[config.mk]
export PLATFORM = sky130hd
export DESIGN_NAME = ysyx_22041207_mem_arbiter
export DESIGN_NICKNAME = d
export VERILOG_FILES = /design/src/rtl/ysyx_22041207_mem_arbiter.sv
export SDC_FILE = /design/constraint.sdc
export NUM_CORES = 1
export LEC_CHECK = 0
export ABC_CLOCK_PERIOD_IN_PS = 2600
export CAP_MARGIN = 30
export CORE_AREA = 2 2 220 222
export CTS_CLUSTER_SIZE = 28
export DETAILED_ROUTE_END_ITERATION = 6
export DIE_AREA = 0 0 222 224
export HOLD_SLACK_MARGIN = 0.12
export SLEW_MARGIN = 40
export SYNTH_ARGS = -nofsm -noshare
export SYNTH_HDL_FRONTEND = slang
export SYNTH_SLANG_ARGS = --single-unit
[constraint.sdc]
create_clock -name clk -period 2.6 [get_ports clk]
set_clock_uncertainty 0.05 [all_clocks]
set_input_delay 0.78 -clock clk [delete_from_list [all_inputs] [get_ports clk]]
set_output_delay 0.78 -clock clk [all_outputs]
set_load 0.01 [all_outputs]
[src/rtl/ysyx_22041207_mem_arbiter.sv]
`default_nettype none
// ============================================================================
// Module  : ysyx_22041207_mem_arbiter
// Purpose : Merges the IF fetch port and the MEM data port onto the single
//           one-outstanding request/response port of the axi_rw bridge.
// Rev     : 1.0  initial release
// ============================================================================
module ysyx_22041207_mem_arbiter #(
   parameter int unsigned STARVE_LIMIT = 4
) (
   input  logic        clk,
   input  logic        rst,
   input  logic        flush,
   input  logic        if_valid,
   output logic        if_ready,
   input  logic [63:0] if_addr,
   output logic        if_rvalid,
   output logic [63:0] if_rdata,
   input  logic        mem_valid,
   output logic        mem_ready,
   input  logic        mem_write,
   input  logic [63:0] mem_addr,
   input  logic [7:0]  mem_size,
   input  logic [63:0] mem_wdata,
   input  logic [7:0]  mem_wstrb,
   output logic        mem_rvalid,
   output logic [63:0] mem_rdata,
   output logic        dn_valid,
   input  logic        dn_ready,
   output logic        dn_write,
   output logic [63:0] dn_addr,
   output logic [7:0]  dn_size,
   output logic [63:0] dn_wdata,
   output logic [7:0]  dn_wstrb,
   input  logic        dn_rvalid,
   input  logic [63:0] dn_rdata
);

   localparam logic [3:0] C_LIMIT = 4'(STARVE_LIMIT);

   typedef enum logic [1:0] {
      S_IDLE  = 2'd0,
      S_ISSUE = 2'd1,
      S_WAIT  = 2'd2,
      S_RESP  = 2'd3
   } state_t;

   state_t      state_q, state_d;
   logic [3:0]  starve_q, starve_d;
   logic        owner_q, owner_d;     // 1 = IF owns the transaction
   logic        drop_q, drop_d;
   logic        dn_write_q, dn_write_d;
   logic [63:0] dn_addr_q, dn_addr_d;
   logic [7:0]  dn_size_q, dn_size_d;
   logic [63:0] dn_wdata_q, dn_wdata_d;
   logic [7:0]  dn_wstrb_q, dn_wstrb_d;
   logic [63:0] if_rdata_q, if_rdata_d;
   logic [63:0] mem_rdata_q, mem_rdata_d;

   logic w_idle, w_if_win, w_mem_win;

   // A flushing cycle keeps IF out of arbitration, so MEM may take the slot.
   assign w_idle    = (state_q == S_IDLE);
   assign w_if_win  = w_idle & if_valid & ~flush & (~mem_valid | (starve_q == C_LIMIT));
   assign w_mem_win = w_idle & mem_valid & ~w_if_win;

   assign if_ready   = rst & w_if_win;
   assign mem_ready  = rst & w_mem_win;
   assign dn_valid   = (state_q == S_ISSUE);
   assign if_rvalid  = (state_q == S_RESP) & owner_q & ~drop_q & ~flush;
   assign mem_rvalid = (state_q == S_RESP) & ~owner_q;
   assign dn_write   = dn_write_q;
   assign dn_addr    = dn_addr_q;
   assign dn_size    = dn_size_q;
   assign dn_wdata   = dn_wdata_q;
   assign dn_wstrb   = dn_wstrb_q;
   assign if_rdata   = if_rdata_q;
   assign mem_rdata  = mem_rdata_q;

   always_comb begin
      state_d     = state_q;
      starve_d    = starve_q;
      owner_d     = owner_q;
      drop_d      = drop_q;
      dn_write_d  = dn_write_q;
      dn_addr_d   = dn_addr_q;
      dn_size_d   = dn_size_q;
      dn_wdata_d  = dn_wdata_q;
      dn_wstrb_d  = dn_wstrb_q;
      if_rdata_d  = if_rdata_q;
      mem_rdata_d = mem_rdata_q;

      case (state_q)
         S_IDLE: begin
            drop_d = 1'b0;
            if (!if_valid || w_if_win) begin
               starve_d = 4'd0;
            end else if (w_mem_win && (starve_q < C_LIMIT)) begin
               starve_d = starve_q + 4'd1;
            end
            if (w_if_win) begin
               owner_d    = 1'b1;
               dn_write_d = 1'b0;
               dn_addr_d  = if_addr;
               dn_size_d  = 8'd8;
               dn_wdata_d = 64'd0;
               dn_wstrb_d = 8'd0;
               state_d    = S_ISSUE;
            end else if (w_mem_win) begin
               owner_d    = 1'b0;
               dn_write_d = mem_write;
               dn_addr_d  = mem_addr;
               dn_size_d  = mem_size;
               dn_wdata_d = mem_wdata;
               dn_wstrb_d = mem_wstrb;
               state_d    = S_ISSUE;
            end
         end
         S_ISSUE: begin
            if (flush && owner_q) drop_d = 1'b1;
            if (dn_ready) state_d = S_WAIT;
         end
         S_WAIT: begin
            if (flush && owner_q) drop_d = 1'b1;
            if (dn_rvalid) begin
               if (owner_q) if_rdata_d  = dn_rdata;
               else         mem_rdata_d = dn_rdata;
               state_d = S_RESP;
            end
         end
         S_RESP: begin
            // A flush here is already honoured combinationally on if_rvalid.
            drop_d  = 1'b0;
            state_d = S_IDLE;
         end
         default: state_d = S_IDLE;
      endcase
   end

   always_ff @(posedge clk) begin
      if (!rst) begin
         state_q     <= S_IDLE;
         starve_q    <= 4'd0;
         owner_q     <= 1'b0;
         drop_q      <= 1'b0;
         dn_write_q  <= 1'b0;
         dn_addr_q   <= 64'd0;
         dn_size_q   <= 8'd0;
         dn_wdata_q  <= 64'd0;
         dn_wstrb_q  <= 8'd0;
         if_rdata_q  <= 64'd0;
         mem_rdata_q <= 64'd0;
      end else begin
         state_q     <= state_d;
         starve_q    <= starve_d;
         owner_q     <= owner_d;
         drop_q      <= drop_d;
         dn_write_q  <= dn_write_d;
         dn_addr_q   <= dn_addr_d;
         dn_size_q   <= dn_size_d;
         dn_wdata_q  <= dn_wdata_d;
         dn_wstrb_q  <= dn_wstrb_d;
         if_rdata_q  <= if_rdata_d;
         mem_rdata_q <= mem_rdata_d;
      end
   end

endmodule
`default_nettype wire

==> metrics.md <==
| Metric | Value |
|---|---|
| Post-route clock period utilization | `0.991` |
| Iteration count of the initial detailed-routing pass | `5` |
| Synthesized Nets | `1383` |
| Family of cells with the greatest summed delay on the critical path | `simple AND/OR/NAND/NOR gates` |
| Fraction of power spent switching nets | `0.283` |
| Unrepaired setup endpoints after global routing | `yes` |
| Count of flip-flops with a built-in enable after synthesis | `0` |
| Hold slack final | `402 ps` |
| Crit path launch type | `flip-flop` |
| Clock tree from TritonCTS | `yes` |
| Hold-fix buffers at CTS | `0` |
| Largest net degree at the start of global routing | `76` |
| Slew Viols, Final | `0` |
| Number of vias after detailed routing | `10008` |
| Worst path max stage delay | `330 ps` |
| Total core area | `47300 µm²` |
| Share of cells above drive strength 1 | `0.0742` |
| Sequential group share of total power | `0.369` |
| Internal power consumption | `10.2 mW` |
| Overall die height | `224 µm` |
| Final critical path time including I/O delays and setup | `2580 ps` |
| Predominant post-synthesis flop cell | `dfxtp_1` |
| Synth unique cells | `37` |
| Average wire length per cell after detail routing | `16.9 µm` |
| Number of nets at the end of the flow | `1933` |
| Critical path, cell by cell | `inv_2 > ha_2 > and3b_2 > a21o_4 > nor2_4 > buf_6` |
| Result of the run | `completed` |
| Insertion delay to the later sink of the worst-skew pair | `520 ps` |
| Average instance area after synthesis | `8.96 µm²` |
| Data required, critical path | `1770 ps` |
| Hold Vio Cnt, Final | `0` |
| Synthesized netlist cell count | `1096` |
| Post-synth design cell area | `9820 µm²` |
| Class of the tightest hold or removal check | `flip-flop to flip-flop` |
| CP Capture Type | `output pin` |
| Leakage | `6.39 nW` |
| Slew at the pin closest to its max-slew limit | `821 ps` |
| Overall fraction of global-route tracks in use | `0.147` |
| Cell at the root of the clock tree | `clkbuf_16` |
| First-pass GRT wire length | `57.7 mm` |
| Part of the power in combinational logic | `0.279` |
| Reported net switching power | `4.04 mW` |
| Final routed DRC violation total | `0` |
| Number of clock sinks seen by CTS | `281` |
| CTS Buffer Depth | `3` |
| Drt first-iter violations | `535` |
| GRT overflow | `0` |
| Boundary pin count | `558` |
| Relative slew slack | `0.453` |
| Startpoint-to-endpoint class of the critical path | `flip-flop to output pin` |
| Clock power share | `0.351` |
| Htree depth | `2` |
| Routability cong. | `0.836` |
| Number of buffers created by CTS | `34` |
| Via-per-instance ratio | `4.37` |
| Pre-CTS setup slack | `-702 ps` |
| Clock-pin slew on the worst setup and hold paths | `60 ps` |
| Num rows | `80` |
| Max-cap violations | `0` |
| Vias in the first global route | `9839` |
| Antenna violations before repair | `1` |
| Die footprint | `49700 µm²` |
| Critical Path AT | `1750 ps` |
| Warning count from the yosys run | `0` |
| Power density of the placed cells | `815 nW/µm²` |
| Fraction of registers with async set/reset | `0` |
| Horizontal extent of the die | `222 µm` |
| Commonest cells after routing, fill and taps aside | `clkdlybuf4s50_1, dfxtp_1, nand2_1` |
| Number of nets with antenna violations after routing | `0` |
| Count of buffers inserted at the top-level ports | `557` |
| Post-synthesis sequential area ratio | `0.573` |
| Critical path buffers and inverters | `2` |
| Growth of design area from synthesis to finish | `78.3%` |
| Setup WS post-layout | `22.2 ps` |
| Number of synthesized register bits | `281` |
| Cell at the slowest stage of the critical path | `dfxtp_2` |
| Worst supply voltage drop on vdd | `0.000487 V` |
| Highest Clock Rate | `388 MHz` |
| Largest fanout on the critical path | `2` |
| # setup viols final | `0` |
| Total Negative Setup Slacks | `0 ps` |
| Post-DP HPWL | `27.4 mm` |
| Effective utilization at floorplan | `0.207` |
| Wire length after detailed routing | `38.7 mm` |
| Commonest non-fill, non-tap cell in the layout | `clkdlybuf4s50_1` |
-- cell usage after synthesis (2+ instances only) --
library cell,count,area (µm²)
buf_2,33,165
a22o_1,75,657
buf_4,11,82.6
clkbuf_1,38,143
o221ai_1,64,561
ha_1,7,87.6
a21oi_1,136,681
inv_1,7,26.3
nor2b_1,2,12.5
buf_1,5,18.8
dfxtp_1,281,5630
o21ai_0,4,20.0
nor2_2,2,12.5
nor2_1,135,507
nand2_1,274,1030
-- state kept, by name (all words and copies together) (netlist names) --
signal     flops
dn_write       1
state_q        2
dn_addr       64
dn_wdata      64
if_rdata      64
dn_wstrb       8
starve_q       4
mem_rdata     64
drop_q         1
owner_q        1
dn_size        8
-- worst min-delay path: cells and delay by family, from the launching register on --
| kind | cells | cell delay, ps |
|---|---|---|
| flops | 1 | 310 |
| simple gates | 1 | 50 |
| compound gates | 1 | 50 |
-- cells by family (layout without fill, tap and decap cells) --
logic type	after synthesis	after routing	share of synthesized area
buffers and inverters	96	672	0.0459
AOI/OAI and AO/OA	289	289	0.205
other	0	1	0
and+or+nand+nor	422	422	0.166
adders and majority gates	7	7	0.00892
muxes	1	1	0.00102
DFF	281	281	0.573
-- path summary, 6_finish.rpt --
kind	endpoint	cells past startpoint	start	slack [ps]
setup / recovery	mem_ready	6	starve_q[1]	20
hold / removal	if_rdata[18]	2	if_rdata[18]	400
setup reg to reg	dn_write	10	starve_q[1]	240
hold reg to reg	if_rdata[18]	2	if_rdata[18]	400
-- per-layer routing --
layer	up-vias	part of all wire	track usage
met2	386	0.48	0.244
met3	69	0.067	0.0401
li1	4860	-	-
met5	-	0	0
met4	0	0.032	0.0612
met1	4693	0.42	0.178
-- per-stage QoR --
step / utilization / power, mW / instances / cell area, µm²
global placement: 0.343 / 9.26 / 2219 / 16200
detailed placement: 0.343 / 9.32 / 2219 / 16200
global route: 0.370 / 14.9 / 2288 / 17500
floorplan: - / 6.92 / 1096 / 9820
CTS: 0.368 / 14.5 / 2283 / 17400
finish: 0.370 / 14.3 / 2288 / 17500
-- power by group through the flow --
stage	combinational, mW	clock [mW]	sequential, mW
final	3.98	5.01	5.27
after global placement	3.93	0	5.33
after CTS	4.00	5.18	5.26
after detailed placement	3.97	0	5.35
after floorplan	1.32	0	5.60
after global routing	4.25	5.34	5.33
-- timing repair --
item                       in CTS  in global routing
cloned                          0                  0
setup endpoints to repair       4                  4
pin swaps                       5                  5
resized for setup              25                  6
buffers inserted                2                  3
-- layout make-up --
type | count | area [µm²]
Timing Repair Buffer | 602 | 6080
Inverter | 8 | 32.5
Clock inverter | 12 | 163
Multi-Input combinational cell | 719 | 3800
Tap cell | 615 | 769
Fill cell | 4770 | 29800
Antenna cell | 1 | 2.50
Clock buffer | 50 | 1020
Sequential cell | 281 | 5630
Note: power is estimated with default switching activity, not from simulation.
